==> src/rtl/uart_frame_receiver.sv <==
// -----------------------------------------------------------------------------
// uart_frame_receiver
//
// Purpose:
//   Receives asynchronous serial frames with a frame format that is set at run
//   time: 5..DATA_WIDTH data bits, optional even/odd parity, and 1 or 2 stop
//   bits. Each bit is the 3-sample majority taken around mid-bit. Finished
//   frames go out through a valid/ready output register. A frame that finishes
//   while that register is still full is dropped and reported.
//
// Optional feature (macro UART_RX_BREAK_DETECT_EN):
//   When defined, a frame whose data bits, parity bit (if present) and first
//   stop bit all sample 0 is treated as a line break. It pulses break_detected
//   and is not delivered. The receiver then waits for the line to return high.
//   When undefined, such a frame is delivered as data 0 with frame_error set,
//   and break_detected is tied to 0.
//
// Ports:
//   clk            oversampling system clock
//   reset          asynchronous active-low reset
//   serial_data    asynchronous serial line, idle high
//   prescale       clocks per bit: 8, 16 or 32 (any other value means 16)
//   data_length    data bits per frame, 5..DATA_WIDTH (out of range = DATA_WIDTH)
//   parity_enable  parity bit follows the data bits
//   parity_type    1 = odd parity, 0 = even parity
//   two_stop_bits  two stop bits expected
//   rx_ready       consumer accepts the presented frame this cycle
//   rx_data        received data, LSB-aligned, unused MSBs zero
//   rx_valid       rx_data and error flags are valid; held until accepted
//   parity_error   parity mismatch for the presented frame
//   frame_error    a stop bit sampled 0 for the presented frame
//   overrun_error  1-cycle pulse: a finished frame was dropped (output full)
//   break_detected 1-cycle pulse: line break seen
// -----------------------------------------------------------------------------
module uart_frame_receiver #(
   parameter int DATA_WIDTH  = 8,
   parameter int SYNC_STAGES = 2
) (
   input  logic                  clk,
   input  logic                  reset,
   input  logic                  serial_data,
   input  logic [5:0]            prescale,
   input  logic [3:0]            data_length,
   input  logic                  parity_enable,
   input  logic                  parity_type,
   input  logic                  two_stop_bits,
   input  logic                  rx_ready,
   output logic [DATA_WIDTH-1:0] rx_data,
   output logic                  rx_valid,
   output logic                  parity_error,
   output logic                  frame_error,
   output logic                  overrun_error,
   output logic                  break_detected
);

   localparam logic [3:0] LP_LEN_MAX = 4'(DATA_WIDTH);

   typedef enum logic [2:0] {
      S_IDLE,
      S_START,
      S_DATA,
      S_PARITY,
      S_STOP1,
      S_STOP2
`ifdef UART_RX_BREAK_DETECT_EN
      , S_WAIT_IDLE
`endif
   } t_state;

   t_state                 r_state;
   logic [SYNC_STAGES-1:0] r_sync;
   logic [5:0]             r_p;
   logic [5:0]             r_cnt;
   logic [3:0]             r_len;
   logic [3:0]             r_idx;
   logic                   r_par_en;
   logic                   r_par_type;
   logic                   r_two_stop;
   logic                   r_s0;
   logic                   r_s1;
   logic [DATA_WIDTH-1:0]  r_data;
   logic                   r_par;
   logic                   r_perr;
   logic                   r_ferr;
   logic [DATA_WIDTH-1:0]  r_rx_data;
   logic                   r_rx_valid;
   logic                   r_perr_o;
   logic                   r_ferr_o;
   logic                   r_overrun;
`ifdef UART_RX_BREAK_DETECT_EN
   logic                   r_all_zero;
   logic                   r_break;
`endif

   logic       w_sd;
   logic [5:0] w_p_in;
   logic [3:0] w_len_in;
   logic [5:0] w_half;
   logic       w_dec;
   logic       w_bit_end;
   logic       w_maj;
   logic       w_break;
   logic       w_complete;
   logic       w_load;
   logic       w_ferr_final;

   // Input synchroniser; flops reset to the idle-high line level.
   always_ff @(posedge clk or negedge reset) begin
      if (!reset) r_sync <= '1;
      else        r_sync <= {r_sync[SYNC_STAGES-2:0], serial_data};
   end

   assign w_sd     = r_sync[SYNC_STAGES-1];
   assign w_p_in   = (prescale == 6'd8 || prescale == 6'd16 || prescale == 6'd32) ? prescale : 6'd16;
   assign w_len_in = (data_length >= 4'd5 && data_length <= LP_LEN_MAX) ? data_length : LP_LEN_MAX;

   // Samples at P/2-1 and P/2 are registered; the third sample is the live
   // bit at the decision count P/2+1.
   assign w_half    = {1'b0, r_p[5:1]};
   assign w_dec     = (r_cnt == w_half + 6'd1);
   assign w_bit_end = (r_cnt == r_p - 6'd1);
   assign w_maj     = (r_s0 & r_s1) | (r_s0 & w_sd) | (r_s1 & w_sd);

`ifdef UART_RX_BREAK_DETECT_EN
   assign w_break = (r_state == S_STOP1) && w_dec && !w_maj && r_all_zero;
`else
   assign w_break = 1'b0;
`endif

   // The frame finishes at the decision point of its last stop bit.
   assign w_complete   = w_dec && !w_break &&
                         ((r_state == S_STOP1 && !r_two_stop) || r_state == S_STOP2);
   assign w_ferr_final = r_ferr | ~w_maj;
   assign w_load       = w_complete && (!r_rx_valid || rx_ready);

   always_ff @(posedge clk or negedge reset) begin
      if (!reset) begin
         r_state    <= S_IDLE;
         r_p        <= 6'd16;
         r_cnt      <= '0;
         r_len      <= LP_LEN_MAX;
         r_idx      <= '0;
         r_par_en   <= 1'b0;
         r_par_type <= 1'b0;
         r_two_stop <= 1'b0;
         r_s0       <= 1'b1;
         r_s1       <= 1'b1;
         r_data     <= '0;
         r_par      <= 1'b0;
         r_perr     <= 1'b0;
         r_ferr     <= 1'b0;
         r_rx_data  <= '0;
         r_rx_valid <= 1'b0;
         r_perr_o   <= 1'b0;
         r_ferr_o   <= 1'b0;
         r_overrun  <= 1'b0;
`ifdef UART_RX_BREAK_DETECT_EN
         r_all_zero <= 1'b0;
         r_break    <= 1'b0;
`endif
      end else begin
         r_overrun <= 1'b0;
`ifdef UART_RX_BREAK_DETECT_EN
         r_break   <= 1'b0;
`endif

         // Output register: a new frame may replace one being accepted this cycle.
         if (w_load) begin
            r_rx_data  <= r_data;
            r_perr_o   <= r_perr;
            r_ferr_o   <= w_ferr_final;
            r_rx_valid <= 1'b1;
         end else begin
            if (w_complete)              r_overrun  <= 1'b1;
            if (r_rx_valid && rx_ready)  r_rx_valid <= 1'b0;
         end

         if (r_cnt == w_half - 6'd1) r_s0 <= w_sd;
         if (r_cnt == w_half)        r_s1 <= w_sd;

         if (r_state != S_IDLE) r_cnt <= w_bit_end ? 6'd0 : r_cnt + 6'd1;

         case (r_state)
            S_IDLE: begin
               if (!w_sd) begin
                  r_state    <= S_START;
                  r_cnt      <= '0;
                  r_p        <= w_p_in;
                  r_len      <= w_len_in;
                  r_par_en   <= parity_enable;
                  r_par_type <= parity_type;
                  r_two_stop <= two_stop_bits;
                  r_data     <= '0;
                  r_par      <= 1'b0;
                  r_perr     <= 1'b0;
                  r_ferr     <= 1'b0;
                  r_idx      <= '0;
`ifdef UART_RX_BREAK_DETECT_EN
                  r_all_zero <= 1'b1;
`endif
               end
            end
            S_START: begin
               // A start bit that votes high was a glitch: drop silently.
               if (w_dec && w_maj) r_state <= S_IDLE;
               else if (w_bit_end) r_state <= S_DATA;
            end
            S_DATA: begin
               if (w_dec) begin
                  for (int i = 0; i < DATA_WIDTH; i++)
                     if (r_idx == 4'(i)) r_data[i] <= w_maj;
                  r_par <= r_par ^ w_maj;
`ifdef UART_RX_BREAK_DETECT_EN
                  if (w_maj) r_all_zero <= 1'b0;
`endif
               end
               if (w_bit_end) begin
                  if (r_idx == r_len - 4'd1) r_state <= r_par_en ? S_PARITY : S_STOP1;
                  else                       r_idx   <= r_idx + 4'd1;
               end
            end
            S_PARITY: begin
               if (w_dec) begin
                  r_perr <= ((r_par ^ w_maj) != r_par_type);
`ifdef UART_RX_BREAK_DETECT_EN
                  if (w_maj) r_all_zero <= 1'b0;
`endif
               end
               if (w_bit_end) r_state <= S_STOP1;
            end
            S_STOP1: begin
               if (w_dec) begin
`ifdef UART_RX_BREAK_DETECT_EN
                  if (w_break) begin
                     r_state <= S_WAIT_IDLE;
                     r_break <= 1'b1;
                  end else
`endif
                  if (r_two_stop) r_ferr  <= w_ferr_final;
                  else            r_state <= S_IDLE;
               end else if (w_bit_end && r_two_stop) begin
                  r_state <= S_STOP2;
               end
            end
            S_STOP2: begin
               if (w_dec) r_state <= S_IDLE;
            end
`ifdef UART_RX_BREAK_DETECT_EN
            S_WAIT_IDLE: begin
               // Stay here until a whole bit votes high, so the tail of the
               // break is not taken as a new start bit.
               if (w_dec && w_maj) r_state <= S_IDLE;
            end
`endif
            default: r_state <= S_IDLE;
         endcase
      end
   end

   assign rx_data       = r_rx_data;
   assign rx_valid      = r_rx_valid;
   assign parity_error  = r_perr_o;
   assign frame_error   = r_ferr_o;
   assign overrun_error = r_overrun;
`ifdef UART_RX_BREAK_DETECT_EN
   assign break_detected = r_break;
`else
   assign break_detected = 1'b0;
`endif

endmodule
==> config.mk <==
export PLATFORM = sky130hd
export DESIGN_NAME = uart_frame_receiver
export DESIGN_NICKNAME = d
export VERILOG_FILES = /design/src/rtl/uart_frame_receiver.sv
export SDC_FILE = /design/constraint.sdc
export NUM_CORES = 1
export LEC_CHECK = 0
export BUFFER_PORTS_ARGS = -buffer_cell sky130_fd_sc_hd__buf_2
export CAP_MARGIN = 15
export CORE_AREA = 2 2 78 80
export DETAILED_ROUTE_END_ITERATION = 6
export DIE_AREA = 0 0 80 82
export GPL_TIMING_DRIVEN = 0
export PLACE_DENSITY = 0.74
export SLEW_MARGIN = 10
export SYNTH_ARGS = -nofsm -noshare
export SYNTH_HDL_FRONTEND = slang
export SYNTH_SLANG_ARGS = --single-unit
==> constraint.sdc <==
create_clock -name clk -period 3.2 [get_ports clk]
set_input_delay 0.48 -clock clk [delete_from_list [all_inputs] [get_ports clk]]
set_output_delay 0.48 -clock clk [all_outputs]
set_load 0.05 [all_outputs]
Yosys cells after proc, flatten, opt, wreduce, memory -nomap -nowiden
Index checks and enable logic that the tools add are counted.
{"block": "word_totals", "regBits": 53}
{"block": "op_classes", "addsub": 6, "magnitude_cmp": 2, "n_eq_ne": 42, "mux": 45, "bitwise": 9, "reduce_logical": 34}
{"cell": "$reduce_and 4->1", "count": 10}
{"cell": "$ne 2x2->1 const B", "count": 18}
{"cell": "$mux 3", "count": 11}
{"cell": "$mux 6", "count": 5}
{"cell": "$eq 6x6->1", "count": 3}
{"cell": "$pmux 3 s6", "count": 1}
{"cell": "$mux 1", "count": 17}
{"cell": "$eq 4x3->1 const B", "count": 4}
{"cell": "$mux 4", "count": 4}
{"cell": "$mux 8", "count": 2}
{"cell": "$pmux 8 s2", "count": 1}
{"cell": "$eq 4x2->1 const B", "count": 2}
{"cell": "$pmux 4 s2", "count": 1}
{"cell": "$reduce_and 8->1", "count": 1}
{"cell": "$reduce_bool 2->1", "count": 4}
{"cell": "$logic_and 1x1->1", "count": 7}
{"cell": "$add 5x1->6 const B", "count": 1}
{"cell": "$add 6x1->6 const B", "count": 1}
{"cell": "$eq 3x2->1 const B", "count": 2}
{"cell": "$eq 3x3->1 const B", "count": 2}
{"cell": "$eq 6x4->1 const B", "count": 1}
{"cell": "$eq 6x5->1", "count": 1}
{"cell": "$eq 6x5->1 const B", "count": 1}
{"cell": "$eq 6x6->1 const B", "count": 1}
{"cell": "24 further kinds", "count": 37}

Longest topological paths before layout
Gate-level depths: netlist of the first run.
{"block": "logic_depth", "word_depth": 8, "mapped_depth": 12}

Worst setup path before layout of the first run
OpenSTA, ideal clock, no wires.
{"block": "synth_timing", "kind": "register to register", "start": "reg r_p[1]", "end": "reg r_perr_o, in the netlist parity_error", "t_arrival_ns": 2.509, "setup_slack_ns": 0.566, "stages_incl_launch_ff": 12, "n_path_buf": 2, "period_less_slack_ns": 2.634, "path_cell_list": "dfrtp_1 inv_1 ha_1 xnor2_2 o211ai_2 nor4_2 and2_1 buf_6 nand4b_4 nand2b_4 buf_6 mux2_4"}
{"block": "synth_between", "elab_chain_cells": 4}
{"item": "from (decl)", "line_no": "72", "source": "logic [5:0] r_p;"}
{"item": "from (signal assigned)", "line_no": "188", "source": "r_p <= w_p_in;"}
{"item": "$add 5x1->6", "line_no": "120", "source": "assign w_dec = (r_cnt == w_half + 6'd1);"}
{"item": "$eq 6x6->1", "line_no": "120"}
{"item": "$logic_and 1x1->1", "line_no": "131", "source": "assign w_complete = w_dec && !w_break &&"}
{"item": "$logic_and 1x1->1", "line_no": "134", "source": "assign w_load = w_complete && (!r_rx_valid || rx_ready);"}
{"item": "to (signal assigned)", "line_no": "170", "source": "r_perr_o <= r_perr;"}
{"item": "to (decl)", "line_no": "87", "source": "logic r_perr_o;"}
No other way between the ends.
A chain may end at the register's enable or synchronous reset.

Final worst setup path of the first run
{"block": "layout_timing", "start": "reg r_p[1]", "end": "reg r_rx_data[2], in the netlist rx_data[2]"}
{"block": "layout_between", "elab_chain_cells": 4}
{"item": "$add 5x1->6", "line_no": "120"}
{"item": "$eq 6x6->1", "line_no": "120"}
{"item": "$logic_and 1x1->1", "line_no": "131"}
{"item": "$logic_and 1x1->1", "line_no": "134"}
{"item": "to (signal assigned)", "line_no": "169", "source": "r_rx_data <= r_data;"}
{"item": "to (decl)", "line_no": "85", "source": "logic [DATA_WIDTH-1:0] r_rx_data;"}
No other way between the ends.

==> results of run 1 <==
[stage by stage]
stage,utilization (%),std cells
after global routing,59.2,413
after CTS,59.2,413
after global placement,57.7,405
final,59.2,413
after detailed placement,57.7,405
after floorplan,-,302
[per-layer routing]
| metal | share of wire (%) | routed length [µm] |
|---|---|---|
| met5 | 0 | 0 |
| met4 | 1.9 | 112 |
| met3 | 2.5 | 148 |
| met2 | 48 | 2870 |
| met1 | 47 | 2810 |
[power by group]
part	internal [mW]	total [mW]	switching [mW]
Sequential	0.905	1.05	0.148
Combinational	0.609	1.45	0.842
Clock	0.156	0.369	0.213
[area by class of cell]
type / instances / area, µm²
multi-input cells: 219 / 1600
clock inverters: 2 / 13.8
plain buffers: 19 / 103
fillers: 506 / 2340
inverters: 11 / 41.3
repair buffers: 28 / 143
well taps: 75 / 93.8
clock buffers: 6 / 72.6
flip-flops and latches: 53 / 1330
[worst max-delay path, delay by kind of cell (launching register included)]
kind            cells  cell delay (ps)
buf+inv             3              460
fa+ha+maj           1              350
simple gates        4              900
flops               1              520
compound gates      1              120
xor+xnor            1              200
mux                 1              310
[placed cells by master (no fill, tap or decap), types with 3 or more instances in the layout]
cell type and n:
dfrtp_1 47, buf_2 33, nand2_1 26, nor2_1 23, a21oi_1 16, xnor2_1 15
nand3_1 12, xor2_1 12, inv_1 11, o21ai_0 11, ha_1 10, clkbuf_1 9
mux2_4 9, nand2b_1 8, nor3_1 7, mux2_1 7, mux2_2 6, dfstp_2 6
clkbuf_8 5, o31ai_1 4, or3_1 4, buf_4 3, and3_1 3, a211oi_1 3
a21o_1 3, nor2b_1 3
[flip-flops by register name, summed over array words and instances (netlist names)]
register / flops
frame_error: 1
r_data: 8
r_s0: 1
parity_error: 1
r_ferr: 1
r_par: 1
rx_data: 8
r_idx: 4
r_par_en: 1
r_perr: 1
r_cnt: 6
r_len: 4
overrun_error: 1
r_two_stop: 1
r_sync: 2
r_par_type: 1
r_state: 3
r_s1: 1
r_p: 6
rx_valid: 1
[final timing paths]
check	end	slack [ps]	cells after the start
max reg2reg	rx_data[2]$_DFFE_PN0P_	210	11
min reg2reg	r_sync[1]$_DFF_PN1_	370	0
max	rx_data[2]$_DFFE_PN0P_	210	11
max in group asynchronous	rx_data[4]$_DFFE_PN0P_	2560	1
min	r_p[3]$_DFFE_PN0P_	210	1
min in group clk	r_sync[0]$_DFF_PN1_	270	1
[cell families (layout without fill, tap and decap cells)]
logic type / count (synthesis) / after routing / share of synthesized area, %
DFF: 53 / 53 / 43.3
adders and majority gates: 10 / 10 / 4.06
muxes: 24 / 24 / 9.79
xor gates and xnor gates: 30 / 30 / 9.26
AOI/OAI and AO/OA: 51 / 51 / 11.0
and+or+nand+nor: 103 / 103 / 17.7
other: 1 / 1 / 0.122
buffers and inverters: 30 / 66 / 4.67
==> summary.txt, run 1 <==
Unrepaired setup endpoints after global routing: no
CTS sink count: 53
Die W: 80 µm
Vias in the first global route: 2335
Mapped Area: 0.00308 mm²
Final wirelength: 5.94 mm
M1 GR Usage: 26.6%
Top cell type's share of synthesized area: 38.2%
Post-route setup slack: 212 ps
Layout cells sized above 1: 22.8%
Max Root-Sink Buffers: 2
Cells after synthesis: 302
Hold Fails Final Rpt: 0
Status: completed
Synth cell count leaders: 47 x dfrtp_1, 26 x nand2_1, 23 x nor2_1
Startpoint types: register
Main synth FF type: dfrtp_1
GR Util met2: 33.8%
Most Frequent Cell on Critical Path: buf_6
Largest net degree at the start of global routing: 54
Clock Skew: 5.19 ps
Hold slack: 206 ps
Final GP Congestion: 0.881
Reg clk slew, reported paths: 90 ps
Initial antenna violation count: 0
Met3 Use GR: 3.08%
Async set-reset flop share out of synthesis: 100%
DR vias: 2273
Yosys reg bits: 53
Post-synth top area cell: dfrtp_1
Worst Setup SP: r_p[1]$_DFFE_PN0P_
Vias/cell: 5.50
Critical Path RT: 3390 ps
Sequential share of the synthesized area: 43.3%
ANT cells: 0
Worst skew pair latency: 300 ps
Worst Path Max Fanout: 10
Fin crit share: 93.4%
Dpl cell area: 0.00331 mm²
IO Port Bufs: 28
Detailed Routing Iterations Pass 1: 4
PostCTS Resize Cnt: 0
Worst setup EP type: register
Dpl ws: 232 ps
CTS tree: done
Design Power: 2.87 mW
Global-route wire length before repair: 10.4 mm
Net Count, Synth: 329
Ys Warns: 0
Die height: 82 µm
HPWL after DPL: 4.45 mm
Hold buffers post-CTS: 0
Number of flops mapped to enable cells by yosys: 0
Root buffer cell: clkbuf_8
Fin crit period: 2990 ps
I/O pins: 30
Starting Density: 53.6%
DRC Markers: 0
Grt peak-use layer: met2
Most frequent cell after synthesis: dfrtp_1
Crit path cell chain: inv_1, ha_1, xnor2_2, o211ai_2, nor4_2, and2_1, buf_6, nand4b_4, nand2b_4, buf_6, mux2_4
Total CTS buffers: 5
Data arrival, critical path: 3180 ps
Post-route ant nets: 0
Rel. slew slack: 56.4%
Routed length per placed instance: 14.4 µm
Core Area: 0.00575 mm²
Number of DRC markers in iteration 0: 115
GRT Util Overall: 20.0%
H-tree depth: 2
Die area: 0.00656 mm²
Total grt overflow: 0
Fin nets: 364
Largest cells by area after synthesis: dfrtp_1 38%, dfstp_2 5.1%, mux2_4 4.4%
Final Cell Area: 0.00340 mm²
Slowest stage delay, CP: 520 ps
Buffer count from post-CTS setup fixing: 0
RR Startpoint: r_p[1]$_DFFE_PN0P_
Final Setup Violations: 0
Synthesis-to-layout area growth: 10.5%
Critical path's slowest cell: dfrtp_1
Pwr/cell area: 845 mW/mm²
Leak pwr: 1.65 nW
Slew @ Worst Pin: 654 ps
Slew Limit Fails: 0
Worst hold path type: in2async
Maximum clock frequency: 335 MHz
Crit Path Category: reg2reg
Site Rows: 28
Number of max-cap violations: 0
Synth cell types: 57
Mean Syn Cell Area: 10.2 µm²
Worst vdd ir: 443 µV
Setup_tns: 0 ps
No activity file was read; power rests on OpenSTA's default activity.
==> run 2: changes to the inputs <==
RECOVER_POWER = 100   (was not set)
==> run 2 against run 1 <==
Against the previous run:
- hold slack better by 59 ps
- sequential share of layout area increased by 0.29 points
- largest cell class unchanged
- register-to-register slack is essentially flat
- largest power group unchanged
- critical path type unchanged
- count of clock-buffer cells in the layout unchanged
- highest routed layer unchanged
- critical endpoint unchanged
- sequential cell count did not move
==> summary.txt, run 2 (synthesized netlist as in run 1, its figures left out) <==
Status: completed
I/O pins: 30 (unchanged)
Slew @ Worst Pin: 1290 ps (+634 ps)
Maximum clock frequency: 334 MHz (-0.16%)
Fillers: 514 (+1.6%)
Worst vdd ir: 444 µV (+0.25%)
Setup_tns: 0 ps (unchanged)
Layout cells sized above 1: 18.3% (-4.4 points)
Die area: 0.00656 mm² (unchanged)
Worst setup EP type: register
CTS sink count: 53 (unchanged)
Final Setup Violations: 0 (unchanged)
CP Buf/Inv Count: 3 (unchanged)
Max Root-Sink Buffers: 2 (unchanged)
Startpoint types: register
Worst reg2reg path depth: 11 (unchanged)
Core Area: 0.00575 mm² (unchanged)
Leak pwr: 1.59 nW (-3.6%)
Final wirelength: 5.95 mm (+0.10%)
FF+latch area: 0.00133 mm² (unchanged)
Data arrival, critical path: 3180 ps (about the same)
Die W: 80 µm (unchanged)
Total grt overflow: 0 (unchanged)
Worst R2R Setup Slack: 210 ps (about the same)
Site Rows: 28 (unchanged)
DRC Markers: 0 (unchanged)
ANT cells: 0 (unchanged)
Total CTS buffers: 5 (unchanged)
Buffer count from post-CTS setup fixing: 0 (unchanged)
Hold Fails Final Rpt: 0 (unchanged)
CTS tree: done
Root buffer cell: clkbuf_8
Most frequent cells in the layout: 47 x dfrtp_1, 26 x nand2_1, 23 x clkbuf_1, 23 x nor2_1, 19 x buf_2
PostCTS Resize Cnt: 0 (unchanged)
Most Frequent Cell on Critical Path: buf_6
Post-route ant nets: 0 (unchanged)
Commonest non-fill, non-tap cell in the layout: dfrtp_1
GRT Util Overall: 20.0% (unchanged)
Slew Limit Fails: 0 (unchanged)
Starting Density: 53.6% (unchanged)
Slowest stage delay, CP: 520 ps (about the same)
Hold buffers post-CTS: 0 (unchanged)
Detailed Routing Iterations Pass 1: 4 (unchanged)
IO Port Bufs: 28 (unchanged)
Global-route wire length before repair: 10.4 mm (unchanged)
Largest net degree at the start of global routing: 54 (unchanged)
Worst Path Max Fanout: 10 (unchanged)
Critical Path RT: 3390 ps (about the same)
Multi-input gate area: 0.00160 mm² (-0.31%)
Final Cell Area: 0.00338 mm² (-0.74%)
Die height: 82 µm (unchanged)
Crit path cell chain: inv_1, ha_1, xnor2_2, o211ai_1, nor4_2, and2_1, buf_6, nand4b_4, nand2b_4, buf_6, mux2_4
Number of DRC markers in iteration 0: 120 (+4.3%)
Dpl cell area: 0.00331 mm² (unchanged)
Worst skew pair latency: 300 ps (about the same)
Pwr/cell area: 845 mW/mm² (about the same)
Clock Skew: 6.09 ps (+0.896 ps)
Rel. slew slack: 14.1% (-42 points)
CP Depth: 11 (unchanged)
Initial antenna violation count: 0 (unchanged)
Routed length per placed instance: 14.4 µm (+0.10%)
Final GP Congestion: 0.881 (unchanged)
Reg clk slew, reported paths: 90 ps (about the same)
Worst hold path type: in2reg
Vias/cell: 5.52 (+0.22%)
HPWL after DPL: 4.45 mm (unchanged)
Fin crit share: 93.5% (+0.15 points)
H-tree depth: 2 (unchanged)
Critical path's slowest cell: dfrtp_1
Fin crit period: 2990 ps (+4.72 ps)
Hold-critical path depth: 1
Unrepaired setup endpoints after global routing: no
DR vias: 2278 (+0.22%)
Number of max-cap violations: 0 (unchanged)
Fin nets: 364 (unchanged)
Crit Path Category: reg2reg
Synthesis-to-layout area growth: 9.67%
Cell family with most CP delay: simple AND/OR/NAND/NOR gates
Vias in the first global route: 2335 (unchanged)
[run 2: worst reg2reg max path: stages (launching register included)]
cell and delay [ps]:
dfrtp_1 520, inv_1 160, ha_1 350, xnor2_2 190, o211ai_1 140, nor4_2 430
and2_1 200, buf_6 140, nand4b_4 110, nand2b_4 170, buf_6 160, mux2_4 310
[run 2: through the flow]
step / std cells / setup WS (ps) / utilization, % / power [mW] / hold slack, ps
floorplan: 302 / 566 / - / 2.20 / 184
global placement: 405 / 248 / 57.7 / 2.46 / 347
detailed placement: 405 / 232 / 57.7 / 2.52 / 354
CTS: 413 / 205 / 59.2 / 2.90 / 260
global route: 413 / 16.6 / 58.8 / 3.09 / 251
finish: 413 / 207 / 58.8 / 2.86 / 265
[run 2: report_power, final]
part | internal, mW | switching, mW | total, mW
clock | 0.156 | 0.215 | 0.372
combinational | 0.591 | 0.836 | 1.43
sequential | 0.906 | 0.151 | 1.06
[run 2: cell type report]
| class | count | share of cell area [%] |
|---|---|---|
| plain buffers | 19 | 2.96 |
| clock buffers | 6 | 2.15 |
| clock inverters | 2 | 0.407 |
| inverters | 11 | 1.22 |
| multi-input cells | 219 | 47.3 |
| flip-flops and latches | 53 | 39.5 |
| well taps | 75 | 2.78 |
| repair buffers | 28 | 3.70 |
[run 2: per-layer routing]
layer  vias up  GRT usage (%)  share of wire [%]
met4         0           6.61                1.8
met3        13           3.08                4.1
met2        44           33.8                 48
met1      1123           26.6                 46
li1       1098              -                  -
met5         -              0                  0
[run 2: final timing paths]
| check | startpoint | endpoint |
|---|---|---|
| worst max-delay path | r_p[1]$_DFFE_PN0P_ | rx_data[2]$_DFFE_PN0P_ |
| worst min-delay path | serial_data | r_sync[0]$_DFF_PN1_ |
| worst max register to register | r_p[1]$_DFFE_PN0P_ | rx_data[2]$_DFFE_PN0P_ |
| worst min register to register | r_sync[0]$_DFF_PN1_ | r_sync[1]$_DFF_PN1_ |
| max in group asynchronous | reset | rx_data[4]$_DFFE_PN0P_ |
| min in group asynchronous | reset | r_p[3]$_DFFE_PN0P_ |
==> run 3: changes to the inputs <==
CORE_AREA = 2 2 82 84   (was 2 2 78 80)
DIE_AREA = 0 0 84 86   (was 0 0 80 82)
PLACE_DENSITY = 0.68   (was 0.74)
==> run 3 against run 2 <==
Against the previous run:
- maximum frequency is 0.19% lower
- sequential cell count stayed put
- global-route usage is 2.1 points lower
- die area is 10% higher
- final cell count is 0.73% higher
- setup slack worse by 5.7 ps
- count of clock-buffer cells in the layout is 1 lower
- clock power is 8.9% higher
- utilization is 4.7 points lower
- critical path type unchanged
- cell area is 0.48% higher
- critical endpoint is now rx_data[5]$_DFFE_PN0P_
- hold slack worse by 15 ps
==> summary.txt, run 3 (synthesized netlist as in run 1, its figures left out) <==
Worst hold path type: in2reg
GRT Util Overall: 17.9% (-2.1 points)
Core Area: 0.00628 mm² (+9.3%)
Setup_tns: 0 ps (unchanged)
Hold Fails Final Rpt: 0 (unchanged)
Die height: 86 µm (+4.9%)
Buffer count from post-CTS setup fixing: 0 (unchanged)
Final Cell Area: 0.00339 mm² (+0.48%)
Cell family with most CP delay: simple AND/OR/NAND/NOR gates
I/O pins: 30 (unchanged)
Critical Path End: rx_data[5]$_DFFE_PN0P_
Fillers: 570 (+11%)
Layout cells sized above 1: 18.3% (-0.054 points)
Site Rows: 29 (+3.6%)
Worst R2R Setup Slack: 200 ps (about the same)
Clock Skew: 10.1 ps (+4.05 ps)
CTS sink count: 53 (unchanged)
Slowest stage delay, CP: 560 ps (+40 ps)
Root buffer cell: clkbuf_8
Die area: 0.00722 mm² (+10%)
ANT cells: 0 (unchanged)
Global-route wire length before repair: 10.4 mm (-0.54%)
Initial antenna violation count: 0 (unchanged)
Worst Setup SP: r_p[1]$_DFFE_PN0P_
Crit path cell chain: inv_1, ha_1, xnor2_2, o211ai_1, nor4_2, and2_1, buf_6, nand4b_4, nand2b_4, buf_6, mux2_4
Number of DRC markers in iteration 0: 112 (-6.7%)
Fin crit share: 93.7% (+0.18 points)
Sequential share of power: 36.5% (-0.5 points)
Dpl cell area: 0.00334 mm² (+0.68%)
Critical Path RT: 3400 ps (about the same)
Clock share of power: 14.1% (+1.1 points)
Switch share: 42.3% (+0.15 points)
Fin nets: 365 (+0.27%)
Die W: 84 µm (+5.0%)
PostCTS Resize Cnt: 0 (unchanged)
Crit Path Category: reg2reg
Met3 Use GR: 3.37% (+0.29 points)
DRC Markers: 0 (unchanged)
Commonest non-fill, non-tap cell in the layout: dfrtp_1
GR Util met2: 28.2% (-5.5 points)
Slew @ Worst Pin: 1480 ps (+190 ps)
FF+latch area: 0.00133 mm² (unchanged)
Startpoint types: register
Maximum clock frequency: 333 MHz (-0.19%)
Worst setup EP type: register
Pwr/cell area: 847 mW/mm² (+0.21%)
Starting Density: 49.1% (-4.5 points)
Critical path's slowest cell: dfrtp_1
CP Buf/Inv Count: 3 (unchanged)
Number of max-cap violations: 0 (unchanged)
CTS tree: done
Rel. slew slack: 1.44% (-13 points)
RR Startpoint: r_p[1]$_DFFE_PN0P_
Switching power: 1.22 mW (+1.1%)
HPWL after DPL: 4.47 mm (+0.44%)
Max Root-Sink Buffers: 2 (unchanged)
Vias in the first global route: 2227 (-4.6%)
Worst reg2reg path depth: 11 (unchanged)
Status: completed
Synthesis-to-layout area growth: 10.2%
Comb pwr share: 49.4% (-0.6 points)
Grt peak-use layer: met2
Detailed Routing Iterations Pass 1: 4 (unchanged)
H-tree depth: 2 (unchanged)
Most Frequent Cell on Critical Path: buf_6
Final wirelength: 5.94 mm (-0.17%)
Most frequent cells in the layout: 47 x dfrtp_1, 26 x nand2_1, 24 x clkbuf_1
Power Internal: 1.66 mW (+0.43%)
Routed length per placed instance: 14.3 µm (-0.89%)
Reg clk slew, reported paths: 110 ps (+20 ps)
Multi-input gate area: 0.00160 mm² (unchanged)
Worst vdd ir: 420 µV (-5.5%)
Hold buffers post-CTS: 0 (unchanged)
CP Depth: 11 (unchanged)
Total CTS buffers: 5 (unchanged)
Largest net degree at the start of global routing: 28 (-48%)
M1 GR Usage: 25.2% (-1.3 points)
IO Port Bufs: 28 (unchanged)
Final GP Congestion: 0.802 (-9.0%)
Post-route ant nets: 0 (unchanged)
Fin crit period: 3000 ps (+5.70 ps)
Worst Path Max Fanout: 10 (unchanged)
Final Setup Violations: 0 (unchanged)
Unrepaired setup endpoints after global routing: no
Vias/cell: 5.31 (-3.8%)
DR vias: 2207 (-3.1%)
Worst skew pair latency: 310 ps (about the same)
Slew Limit Fails: 0 (unchanged)
Total grt overflow: 0 (unchanged)
Leak pwr: 1.59 nW (+0.21%)
Data arrival, critical path: 3200 ps (+20 ps)
Reg2reg end: rx_data[5]$_DFFE_PN0P_
==> run 3: how the worst min path moves through the flow <==
stage | from | end | slack, ps | cells past startpoint
2_1_floorplan | reset | frame_error$_DFFE_PN0P_ | 180 | 0
3_3_place_gp | r_sync[0]$_DFF_PN1_ | r_sync[1]$_DFF_PN1_ | 350 | 0
3_5_place_dp | r_sync[0]$_DFF_PN1_ | r_sync[1]$_DFF_PN1_ | 350 | 0
4_1_cts | reset | r_cnt[1]$_DFF_PN0_ | 210 | 1
5_1_grt | serial_data | r_sync[0]$_DFF_PN1_ | 240 | 1
6_report | serial_data | r_sync[0]$_DFF_PN1_ | 250 | 1
==> run 3: metrics by stage <==
| stage | utilization, % | instances | hold slack (ps) | power [mW] | worst slack (ps) |
|---|---|---|---|---|---|
| after floorplan | - | 302 | 184 | 2.20 | 566 |
| after global placement | 52.8 | 407 | 347 | 2.47 | 219 |
| after detailed placement | 53.2 | 408 | 347 | 2.51 | 245 |
| after CTS | 54.7 | 416 | 205 | 2.92 | 210 |
| after global routing | 54.1 | 416 | 236 | 3.11 | 17.8 |
| final | 54.1 | 416 | 250 | 2.88 | 201 |
==> run 3: power by group through the flow <==
stage          logic [mW]  clock network (mW)  registers (mW)
6_report             1.42               0.405            1.05
5_1_grt              1.58               0.446            1.08
3_5_place_dp         1.45                   0            1.06
2_1_floorplan        1.03                   0            1.17
3_3_place_gp         1.42                   0            1.05
4_1_cts              1.46               0.421            1.05
==> run 3: area by class of cell <==
type                       instances  area share (%)
buffer                            19            2.95
clock buffer                       5            2.03
clock inverter                     3           0.848
inverter                          11            1.22
multi-input combinational        219            47.1
sequential                        53            39.3
tap                               77            2.84
timing repair buffer              29            3.76
==> run 3: per-layer routing <==
metal,part of all wire (%),up-vias
li1,-,1108
met1,47,1054
met3,3.9,9
met4,1.6,0
met2,47,36
met5,0,-
